[src/rtl/pwm_gen.sv]
// pwm_gen: motor PWM generator fed by the PID controller's ratio request stream.
// Latency: pwm_out is registered one clock behind pwm_cnt; a new ratio takes effect at the next period boundary.
// Backpressure: none. The request stream is sampled every clock, and the last request before a boundary wins.
//
// Ports:
//   clock, reset          main clock, synchronous active-high reset
//   pwm_enable            level, 1 = run, 0 = force idle
//   pwm_update/pwm_ratio  ratio request (valid level + 8-bit high time out of 255)
//   pwm_direction         requested motor direction
//   pwm_done              one-clock pulse when a new ratio becomes active
//   pwm_out, pwm_dir_out  registered H-bridge drive
//   active_ratio          ratio currently applied (debug)
//   in_deadtime           high while the bridge is held low for a direction reversal
module pwm_gen #(
   parameter int CLK_DIV          = 4,
   parameter int DEADTIME_PERIODS = 2
) (
   input  logic       clock,
   input  logic       reset,
   input  logic       pwm_enable,
   input  logic       pwm_update,
   input  logic [7:0] pwm_ratio,
   input  logic       pwm_direction,
   output logic       pwm_done,
   output logic       pwm_out,
   output logic       pwm_dir_out,
   output logic [7:0] active_ratio,
   output logic       in_deadtime
);

   localparam int PRE_W = (CLK_DIV > 1) ? $clog2(CLK_DIV) : 1;
   localparam int DT_W  = (DEADTIME_PERIODS > 1) ? $clog2(DEADTIME_PERIODS) : 1;
   localparam logic [PRE_W-1:0] PRE_LAST = PRE_W'(CLK_DIV - 1);
   localparam logic [DT_W-1:0]  DT_LAST  = DT_W'(DEADTIME_PERIODS - 1);

   typedef enum logic [1:0] {
      S_IDLE = 2'd0,
      S_RUN  = 2'd1,
      S_DEAD = 2'd2
   } state_t;

   state_t            state;
   logic [PRE_W-1:0]  pre_cnt;
   logic [7:0]        pwm_cnt;
   logic [DT_W-1:0]   dt_cnt;
   logic [7:0]        pending;
   logic              pend_valid;
   logic              tick;
   logic              boundary;

   assign tick     = (pre_cnt == PRE_LAST);
   // pwm_cnt runs 0..254, so a period is 255 ticks and ratio 255 is constant high.
   assign boundary = tick && (pwm_cnt == 8'd254);

   always_ff @(posedge clock) begin
      if (reset) begin
         state        <= S_IDLE;
         pre_cnt      <= '0;
         pwm_cnt      <= '0;
         dt_cnt       <= '0;
         pending      <= '0;
         pend_valid   <= 1'b0;
         pwm_done     <= 1'b0;
         pwm_out      <= 1'b0;
         pwm_dir_out  <= 1'b0;
         active_ratio <= '0;
         in_deadtime  <= 1'b0;
      end else begin
         pwm_done <= 1'b0;
         if (!pwm_enable) begin
            // pwm_dir_out deliberately holds so the bridge keeps its last direction.
            state        <= S_IDLE;
            pre_cnt      <= '0;
            pwm_cnt      <= '0;
            dt_cnt       <= '0;
            pend_valid   <= 1'b0;
            pwm_out      <= 1'b0;
            active_ratio <= '0;
            in_deadtime  <= 1'b0;
         end else begin
            case (state)
               S_IDLE: begin
                  pre_cnt     <= '0;
                  pwm_cnt     <= '0;
                  dt_cnt      <= '0;
                  pend_valid  <= 1'b0;
                  pwm_out     <= 1'b0;
                  state       <= S_RUN;
                  pwm_dir_out <= pwm_direction;
                  if (pwm_update) begin
                     active_ratio <= pwm_ratio;
                     pwm_done     <= 1'b1;
                  end
               end

               S_RUN: begin
                  if (pwm_update) begin
                     pending    <= pwm_ratio;
                     pend_valid <= 1'b1;
                  end
                  if (pwm_direction != pwm_dir_out) begin
                     // Reversal wins over a same-cycle ratio transfer; the ratio stays pending.
                     state       <= S_DEAD;
                     in_deadtime <= 1'b1;
                     pwm_out     <= 1'b0;
                     pre_cnt     <= '0;
                     pwm_cnt     <= '0;
                     dt_cnt      <= '0;
                  end else begin
                     pwm_out <= (pwm_cnt < active_ratio);
                     if (tick) begin
                        pre_cnt <= '0;
                        pwm_cnt <= boundary ? 8'd0 : pwm_cnt + 8'd1;
                     end else begin
                        pre_cnt <= pre_cnt + 1'b1;
                     end
                     // A live request at the boundary bypasses the pending register.
                     if (boundary && (pwm_update || pend_valid)) begin
                        active_ratio <= pwm_update ? pwm_ratio : pending;
                        pend_valid   <= 1'b0;
                        pwm_done     <= 1'b1;
                     end
                  end
               end

               S_DEAD: begin
                  if (pwm_update) begin
                     pending    <= pwm_ratio;
                     pend_valid <= 1'b1;
                  end
                  pwm_out <= 1'b0;
                  if (tick) begin
                     pre_cnt <= '0;
                     pwm_cnt <= boundary ? 8'd0 : pwm_cnt + 8'd1;
                  end else begin
                     pre_cnt <= pre_cnt + 1'b1;
                  end
                  if (boundary) begin
                     if (dt_cnt == DT_LAST) begin
                        // Direction is resampled only here, so a toggle-back still serves the full deadtime.
                        state       <= S_RUN;
                        in_deadtime <= 1'b0;
                        dt_cnt      <= '0;
                        pwm_dir_out <= pwm_direction;
                        if (pwm_update || pend_valid) begin
                           active_ratio <= pwm_update ? pwm_ratio : pending;
                           pend_valid   <= 1'b0;
                           pwm_done     <= 1'b1;
                        end
                     end else begin
                        dt_cnt <= dt_cnt + 1'b1;
                     end
                  end
               end

               default: state <= S_IDLE;
            endcase
         end
      end
   end

endmodule

[config.mk]
export PLATFORM = sky130hd
export DESIGN_NAME = pwm_gen
export DESIGN_NICKNAME = d
export VERILOG_FILES = /design/src/rtl/pwm_gen.sv
export SDC_FILE = /design/constraint.sdc
export NUM_CORES = 1
export LEC_CHECK = 0
export CORE_AREA = 3 3 65 67
export DETAILED_ROUTE_END_ITERATION = 12
export DIE_AREA = 0 0 68 70
export HOLD_SLACK_MARGIN = 0.12
export PLACE_DENSITY = 0.7
export RECOVER_POWER = 50
export SETUP_SLACK_MARGIN = 0.2
export SYNTH_ARGS = -nofsm -noshare
export SYNTH_HDL_FRONTEND = slang
export SYNTH_SLANG_ARGS = --single-unit
[constraint.sdc]
create_clock -name clock -period 2.04 [get_ports clock]
set_input_delay 0.306 -clock clock [delete_from_list [all_inputs] [get_ports clock]]
set_output_delay 0.306 -clock clock [all_outputs]
set_load 0.01 [all_outputs]
After elaboration in Yosys (flattened, before gate mapping)
Cells that the tools add are included.
{ "word_totals": {"reg_bits": 34, "in_bits": 13} }
{ "op_classes": {"addsub": 3, "order_cmp": 1, "n_eq_ne": 12, "mux": 46, "bitwise_logic": 1, "reduce_logical": 17} }
{ "ops": {"columns": ["cell", "count"], "rows": [
  ["2-to-1 mux 8 bit", 10],
  ["one-hot mux 8 bit (3 select lines)", 2],
  ["2-to-1 mux 1 bit", 21],
  ["!= test 2 bit (second input constant)", 7],
  ["one-hot mux 2 bit (3 select lines)", 2],
  ["2-to-1 mux 2 bit", 5],
  ["one-hot mux 1 bit (3 select lines)", 3],
  ["adder 8 x 1 -> 8 bit (second input constant)", 1],
  ["== test 8 bit (second input constant)", 1],
  ["< comparator 8 bit", 1],
  ["AND reduction 4 bit", 2],
  ["AND reduction 7 bit", 1],
  ["one-hot mux 1 bit (2 select lines)", 3],
  ["AND reduction 3 bit", 2],
  ["nonzero test 2 bit", 3],
  ["OR reduction 2 bit", 3],
  ["== test 2 bit (second input constant)", 2],
  ["nonzero test 3 bit", 1],
  ["adder 2 x 1 -> 2 bit (second input constant)", 1],
  ["== test 2 x 1 -> 1 bit (second input constant)", 1],
  ["logical AND 1 bit", 2],
  ["zero test 2 bit", 1],
  ["AND reduction 2 bit", 1],
  ["adder 1 bit (second input constant)", 1],
  ["other kinds (3)", 3]
]} }

Depth between registers and ports, before layout
Gate-level depths: netlist of the first run.
{ "depth": {"word_depth": 6, "ltp_mapped": 7, "mapped_depth_nobuf": 7} }

Worst setup path before layout of the first run
No wires, ideal clock.
{ "synth_path": {"path_type": "flip-flop to flip-flop", "startpoint": "reg state[0]", "endpoint": "reg active_ratio[2]", "setup_ns": 0.132, "t_arrival_ns": 1.525, "t_required_ns": 1.908, "path_slack_ns": 0.384, "stages_incl_launch_ff": 7, "path_buffers": 0, "synth_period_minus_slack_ns": 1.656, "path_cell_list": "dfxtp_1 > inv_1 > ha_1 > nand2_1 > mux2_2 > nor3_1 > nor3_1"} }
{ "synth_between": {"elab_chain_len": 3} }
{ "synth_rtl": {"columns": ["element", "line", "source"], "rows": [
  ["start, declared", "42", "state_t state;"],
  ["start signal, assigned", "57", "state <= S_IDLE;"],
  ["start signal, assigned", "72", "state <= S_IDLE;"],
  ["start signal, assigned", "88", "state <= S_RUN;"],
  ["== test 2 x 1 -> 1 bit, or another cell as far along", "81", "case (state)"],
  ["!= test 2 bit (no line) / nonzero test 3 bit (equally long branches)", null, null],
  ["AND reduction 7 bit (no line)", null, null],
  ["end signal, assigned", "91", "active_ratio <= pwm_ratio;"],
  ["end signal, assigned", "119", "active_ratio <= pwm_update ? pwm_ratio : pending;"],
  ["end signal, assigned", "146", "active_ratio <= pwm_update ? pwm_ratio : pending;"],
  ["end, declared", "27", "output logic [7:0] active_ratio,"]
]} }
Parallel ways exist; a longest one is shown, timed or not.
A chain may end at the register's enable or synchronous reset.

Worst setup path in the final report of the first run
{ "layout_path": {"startpoint": "reg pwm_cnt[0]", "endpoint": "reg active_ratio[6]"} }
{ "layout_between": {"elab_chain_len": 5} }
{ "layout_rtl": {"columns": ["element", "line", "source"], "rows": [
  ["start, declared", "44", "logic [7:0] pwm_cnt;"],
  ["start signal, assigned", "113", "pwm_cnt <= boundary ? 8'd0 : pwm_cnt + 8'd1;"],
  ["start signal, assigned", "134", "pwm_cnt <= boundary ? 8'd0 : pwm_cnt + 8'd1;"],
  ["== test 8 bit (*)", "53", "assign boundary = tick && (pwm_cnt == 8'd254);"],
  ["logical AND 1 bit (*)", "53", null],
  ["logical AND 1 bit", "118", "if (boundary && (pwm_update || pend_valid)) begin"],
  ["!= test 2 bit (no line)", null, null],
  ["AND reduction 7 bit (no line) (*)", null, null]
]} }
Every way passes the cells marked *; elsewhere a longest branch is shown, timed or not.

==> results of run 1 <==
## worst register-to-register path, cell delays in order (launching register included)
cell	delay, ns
dfxtp_1	0.35
inv_2	0.07
ha_1	0.13
nand4_1	0.18
o31ai_2	0.29
a21boi_4	0.38
a21oi_1	0.12
nor3_1	0.17
## cells by family after synthesis
logic type | after synthesis | synth area share [%]
AND/OR/NAND/NOR | 75 | 19.7
AO/OA/AOI/OAI | 48 | 17.3
flip-flops | 34 | 36.0
buffers and inverters | 22 | 4.37
multiplexers | 17 | 9.54
adder cells (fa/ha/maj) | 15 | 9.93
XOR/XNOR | 6 | 3.18
## stage by stage
step                utilization [%]  instances  setup slack (ns)  total power [W]  instance area [um^2]
finish                         67.8        311             0.282          0.00162                  2500
global route                   67.8        311             0.133          0.00169                  2500
CTS                            65.3        307             0.208          0.00161                  2410
detailed placement             62.2        299            0.0399         0.000983                  2290
global placement               62.2        299            0.0788         0.000981                  2290
floorplan                         -        217             0.384         0.000873                  1890
## routing by layer
metal | up-vias | wire length [um] | GRT usage (%) | part of all wire [%]
li1 | 867 | - | - | -
met1 | 797 | 2150 | 27.6 | 49
met2 | 28 | 1970 | 28.9 | 45
met3 | 7 | 152 | 4.82 | 3.5
met4 | 0 | 83 | 6.18 | 1.9
met5 | - | 0 | 0 | 0
## flip-flops by register name, summed over array words and instances (netlist names)
name and cells:
pre_cnt 2, pwm_dir_out 1, pwm_out 1, state 2, pwm_cnt 8, dt_cnt 1, pend_valid 1, in_deadtime 1
active_ratio 8, pwm_done 1, pending 8
## where the power goes
group	switching [W]	internal, W	leakage (nW)
Clock	0.000269	0.000363	0.0504
Sequential	0.0000184	0.000683	0.277
Combinational	0.000148	0.000141	0.698
Total	0.000435	0.00119	1.02
## timing repair
item	CTS	global route
gates resized for setup	0	23
setup endpoints to repair	0	20
buffers inserted	0	4
## final cells by class
class | instances | area [um^2] | share of cell area [%]
well taps | 48 | 60.1 | 2.40
multi-input cells | 161 | 1200 | 47.9
clock inverters | 3 | 45.0 | 1.80
repair buffers | 46 | 395 | 15.8
clock buffers | 5 | 68.8 | 2.75
flip-flops and latches | 34 | 683 | 27.3
inverters | 14 | 52.6 | 2.10
## worst max path at each step
| stage | end | slack [ns] |
|---|---|---|
| after detailed placement | active_ratio[1] | 0.04 |
| after global routing | active_ratio[5] | 0.13 |
| after floorplan | active_ratio[2] | 0.38 |
| final | active_ratio[6] | 0.28 |
| after global placement | active_ratio[0] | 0.08 |
| after CTS | active_ratio[1] | 0.21 |
## synth_stat cells, types with 3 or more instances
cell type	number	area, um^2
nand3_1	3	15.0
a211oi_1	3	22.5
o21ai_1	4	20.0
nor3_1	19	95.1
nor2_1	23	86.3
o21ai_0	3	15.0
nor2b_1	3	18.8
xnor2_1	3	26.3
ha_1	15	188
nand4_1	4	25.0
clkbuf_1	7	26.3
a21oi_1	18	90.1
mux2_2	8	90.1
inv_1	14	52.6
nand2_1	13	48.8
mux2i_1	9	90.1
o31ai_1	3	22.5
o211ai_1	3	22.5
dfxtp_1	34	681
==> impl_metrics.yaml, run 1 <==
critical_path:
  crit_fanout: 8
  reg2reg_depth: 7
  cp.required_ns: 2.26
  crit_path_end_kind: "flip-flop"
  reg2reg_to: "active_ratio[6]"
  cp.buffers_inverters: 1
  path_cells: "inv_2 -> ha_1 -> nand4_1 -> o31ai_2 -> a21boi_4 -> a21oi_1 -> nor3_1"
  r2r_start: "pwm_cnt[0]"
  worstSetupPathType: "flip-flop to flip-flop"
  crit_cells: 7
  crit_path_top_delay_cell: "a21boi_4"
  cp-start-kind: "flip-flop"
  crit_start: "pwm_cnt[0]"
  r2r_slack_ns: 0.28
  worstPathArrival_ns: 1.98
  max_stage_delay_ns: 0.38
  path_delay_family: "compound AO/OA/AOI/OAI gates"
detailed_routing:
  first_pass_iters: 4
  via_per_inst: 5.46
  via_count: 1699
  wire_per_inst_um: 14.0
  first_iter_violations: 99
  routed_wl_mm: 4.36
  drc: 0
  ant_nets: 0
logic_synthesis:
  synthCells: 217
  syn-cell-area_um2: 1890
  synth_flop_cell: "dfxtp_1"
  ys_seq_area_share_pct: 36.0
  synth_cell_types: 43
  yosys_warnings: 0
  syn_nets: 245
  synth_edf_count: 0
  async_reset_ff_share_pct: 0
  avgSynthCellArea_um2: 8.71
  ys_ff_latch: 34
sta:
  hold_ws_ns: 0.495
  relSlewSlack_pct: 61.2
  drv_slew: 0
  clock_skew_ns: 0.00772
  tightest_slew_ns: 0.583
  grt_setup_unrepaired: "true"
  period_share_pct: 86.2
  fin_tns_setup_ns: 0
  finalCriticalPeriod_ns: 1.76
  setup_viol_count_final: 0
  max_freq_mhz: 569
  hold_viol_final: 0
cells_and_area:
  layout_commonest_cell: "dfxtp_1"
  num_antenna_cells: 0
  syn_to_final_growth_pct: 32.5
  final.fill_count: 339
  final_nets: 290
  drive_gt1_share_pct: 24.0
  layout_common_cells: "dfxtp_1, nor2_1, buf_4"
cts:
  cts-root-buf: "clkbuf_8"
  clock_path_buffers: 2
  clkSinkCount: 34
  cts-htree-levels: 2
  clock_latency_ns: 0.29
  hold_buffers: 0
  numCtsBuffers: 5
  clkSlewWorstSetupHoldPaths_ns: 0.08
  tritoncts: "yes"
run:
  cap_viol_max_count: 0
global_route:
  antenna_found_initial: 0
  grt_pass1_vias: 1577
  grt_pass1_wl_mm: 7.22
  grt-ovfl-total: 0
  grt_max_degree: 13
  track_usage_pct: 19.6
min_path:
  hold_class: "flip-flop to flip-flop"
  worstHoldStart: "pending[1]"
  whs_path_depth: 2
  holdPathEnd: "pending[1]"
floorplanning:
  core_um2: 3690
  rows: 22
  die_area_um2: 4760
  die_h_um: 70
  initial_core_util_pct: 51.2
  die_w_um: 68
  ios: 25
power_and_ir_drop:
  p_leak_nw: 1.02
  ir_drop_v: 0.000447
  powerDensity_nw_per_um2: 649
placement:
  portBuffers: 24
  gp_congestion: 0.833
  dp_hpwl_mm: 3.25
outcome:
  status: "completed"
Power figures use the tool's default switching activity.
==> run 2, diff against run 1 <==
TNS_END_PERCENT = 20   (was default)
==> run 2 against run 1 <==
Against the previous run: non-clock buffer count unchanged; clock skew about the same; die area unchanged; hold slack unchanged; register-to-register slack barely moved.
==> impl_metrics.yaml, run 2 (synthesis results as in run 1) <==
outcome:
  status: "completed"
cts:
  hold_buffers: 0
  clock_path_buffers: 2
  clkSinkCount: 34
  numCtsBuffers: 5
  cts-root-buf: "clkbuf_8"
  tritoncts: "yes"
  clkSlewWorstSetupHoldPaths_ns: 0.08
  clock_latency_ns: 0.29
  cts-htree-levels: 2
critical_path:
  cp-start-kind: "flip-flop"
  crit_path_top_delay_cell: "a21boi_4"
  path_cells: "inv_2 -> ha_1 -> nand4_1 -> o31ai_2 -> a21boi_4 -> a21oi_1 -> nor3_1"
  path_delay_family: "compound AO/OA/AOI/OAI gates"
  max_stage_delay_ns: 0.38
  worstPathArrival_ns: 1.98
  cp.buffers_inverters: 1
  crit_fanout: 8
  worstSetupPathType: "flip-flop to flip-flop"
  cp.required_ns: 2.26
  crit_path_end_kind: "flip-flop"
cells_and_area:
  num_antenna_cells: 0
  utilization_pct: 67.8
  syn_to_final_growth_pct: 32.5
  layout_commonest_cell: "dfxtp_1"
  layout_common_cells: "dfxtp_1, nor2_1, buf_4"
  final.fill_count: 339
  seqCellArea_um2: 683
  reg_top3: "active_ratio: 8 flops, pending: 8 flops, pwm_cnt: 8 flops"
  multi_input_comb_area_um2: 1200
  final_nets: 290
  drive_gt1_share_pct: 24.0
  fin_area_um2: 2500
power_and_ir_drop:
  internal_power_w: 0.00119
  powerDensity_nw_per_um2: 648
  p_switching_w: 0.000433
  p_clk_share_pct: 38.9
  p_leak_nw: 1.02
  ir_drop_v: 0.000447
  pwr-share-comb_pct: 17.8
  switching_share_pct: 26.7
  p_seq_share_pct: 43.3
sta:
  relSlewSlack_pct: 61.5
  max_freq_mhz: 569
  drv_slew: 0
  fin_tns_setup_ns: 0
  clock_skew_ns: 0.00792
  setup_viol_count_final: 0
  hold_viol_final: 0
  period_share_pct: 86.2
  worst_slack_ns: 0.281
  grt_setup_unrepaired: "true"
  tightest_slew_ns: 0.578
  finalCriticalPeriod_ns: 1.76
floorplanning:
  ios: 25
  die_w_um: 68
  rows: 22
  die_h_um: 70
  core_um2: 3690
  initial_core_util_pct: 51.2
  die_area_um2: 4760
placement:
  portBuffers: 24
  placed_area_um2: 2290
  dp_hpwl_mm: 3.25
  gp_congestion: 0.833
  dp_slack_ns: 0.0399
global_route:
  grt_pass1_wl_mm: 7.22
  antenna_found_initial: 0
  grt_pass1_vias: 1577
  track_usage_pct: 19.6
  grt_max_degree: 13
  grt-ovfl-total: 0
detailed_routing:
  wire_per_inst_um: 14.0
  ant_nets: 0
  drc: 0
  first_pass_iters: 4
  via_count: 1692
  first_iter_violations: 122
  via_per_inst: 5.44
  routed_wl_mm: 4.35
run:
  cap_viol_max_count: 0
min_path:
  hold_class: "flip-flop to flip-flop"
==> run 2: cell counts in the layout (fill, tap and decap cells not counted) <==
No cell type changed its count.
==> run 2: worst paths after layout <==
kind | from | endpoint | slack (ns) | cells after the start
hold / removal | pending[1] | pending[1] | 0.49 | 2
hold reg to reg | pending[1] | pending[1] | 0.49 | 2
setup / recovery | pwm_cnt[0] | active_ratio[6] | 0.28 | 7
setup reg to reg | pwm_cnt[0] | active_ratio[6] | 0.28 | 7
==> run 2: metal layers <==
layer	global-route usage, %	part of all wire [%]	vias up	wire [um]
met5	0	0	-	0
met4	6.18	2.1	0	92
met3	4.82	3.7	7	160
met2	28.9	46	30	1990
met1	27.6	49	791	2110
li1	-	-	864	-
==> run 2: power groups by stage <==
stage	registers, W	logic (W)	clock network, W
after floorplan	0.000718	0.000155	0
after global placement	0.000716	0.000265	0
after detailed placement	0.000716	0.000267	0
after CTS	0.000701	0.000269	0.000643
after global routing	0.000704	0.000321	0.000666
final	0.000702	0.000289	0.000630
==> run 2: tightest hold or removal path, delay by kind of cell, from the launching register on <==
family           cells  cell delay [ns]
AND/OR/NAND/NOR      1             0.07
multiplexers         1             0.07
flip-flops           1             0.33
==> run 2: timing repair <==
item / 4_1_cts / 5_1_grt
gates resized for setup: 0 / 23
endpoints found under the setup margin: 0 / 20
setup buffers: 0 / 4
==> run 2: area by class of cell <==
class                           count  share of cell area [%]
Sequential cell                    34                    27.3
Clock inverter                      3                    1.80
Inverter                           14                    2.10
Timing Repair Buffer               46                    15.8
Tap cell                           48                    2.40
Clock buffer                        5                    2.75
Multi-Input combinational cell    161                    47.9
==> run 2: per-stage QoR <==
stage          hold WS (ns)  cells  total power (W)
3_3_place_gp          0.479    299         0.000981
3_5_place_dp          0.485    299         0.000983
5_1_grt               0.535    311          0.00169
6_report              0.495    311          0.00162
2_1_floorplan         0.450    217         0.000873
4_1_cts               0.502    307          0.00161
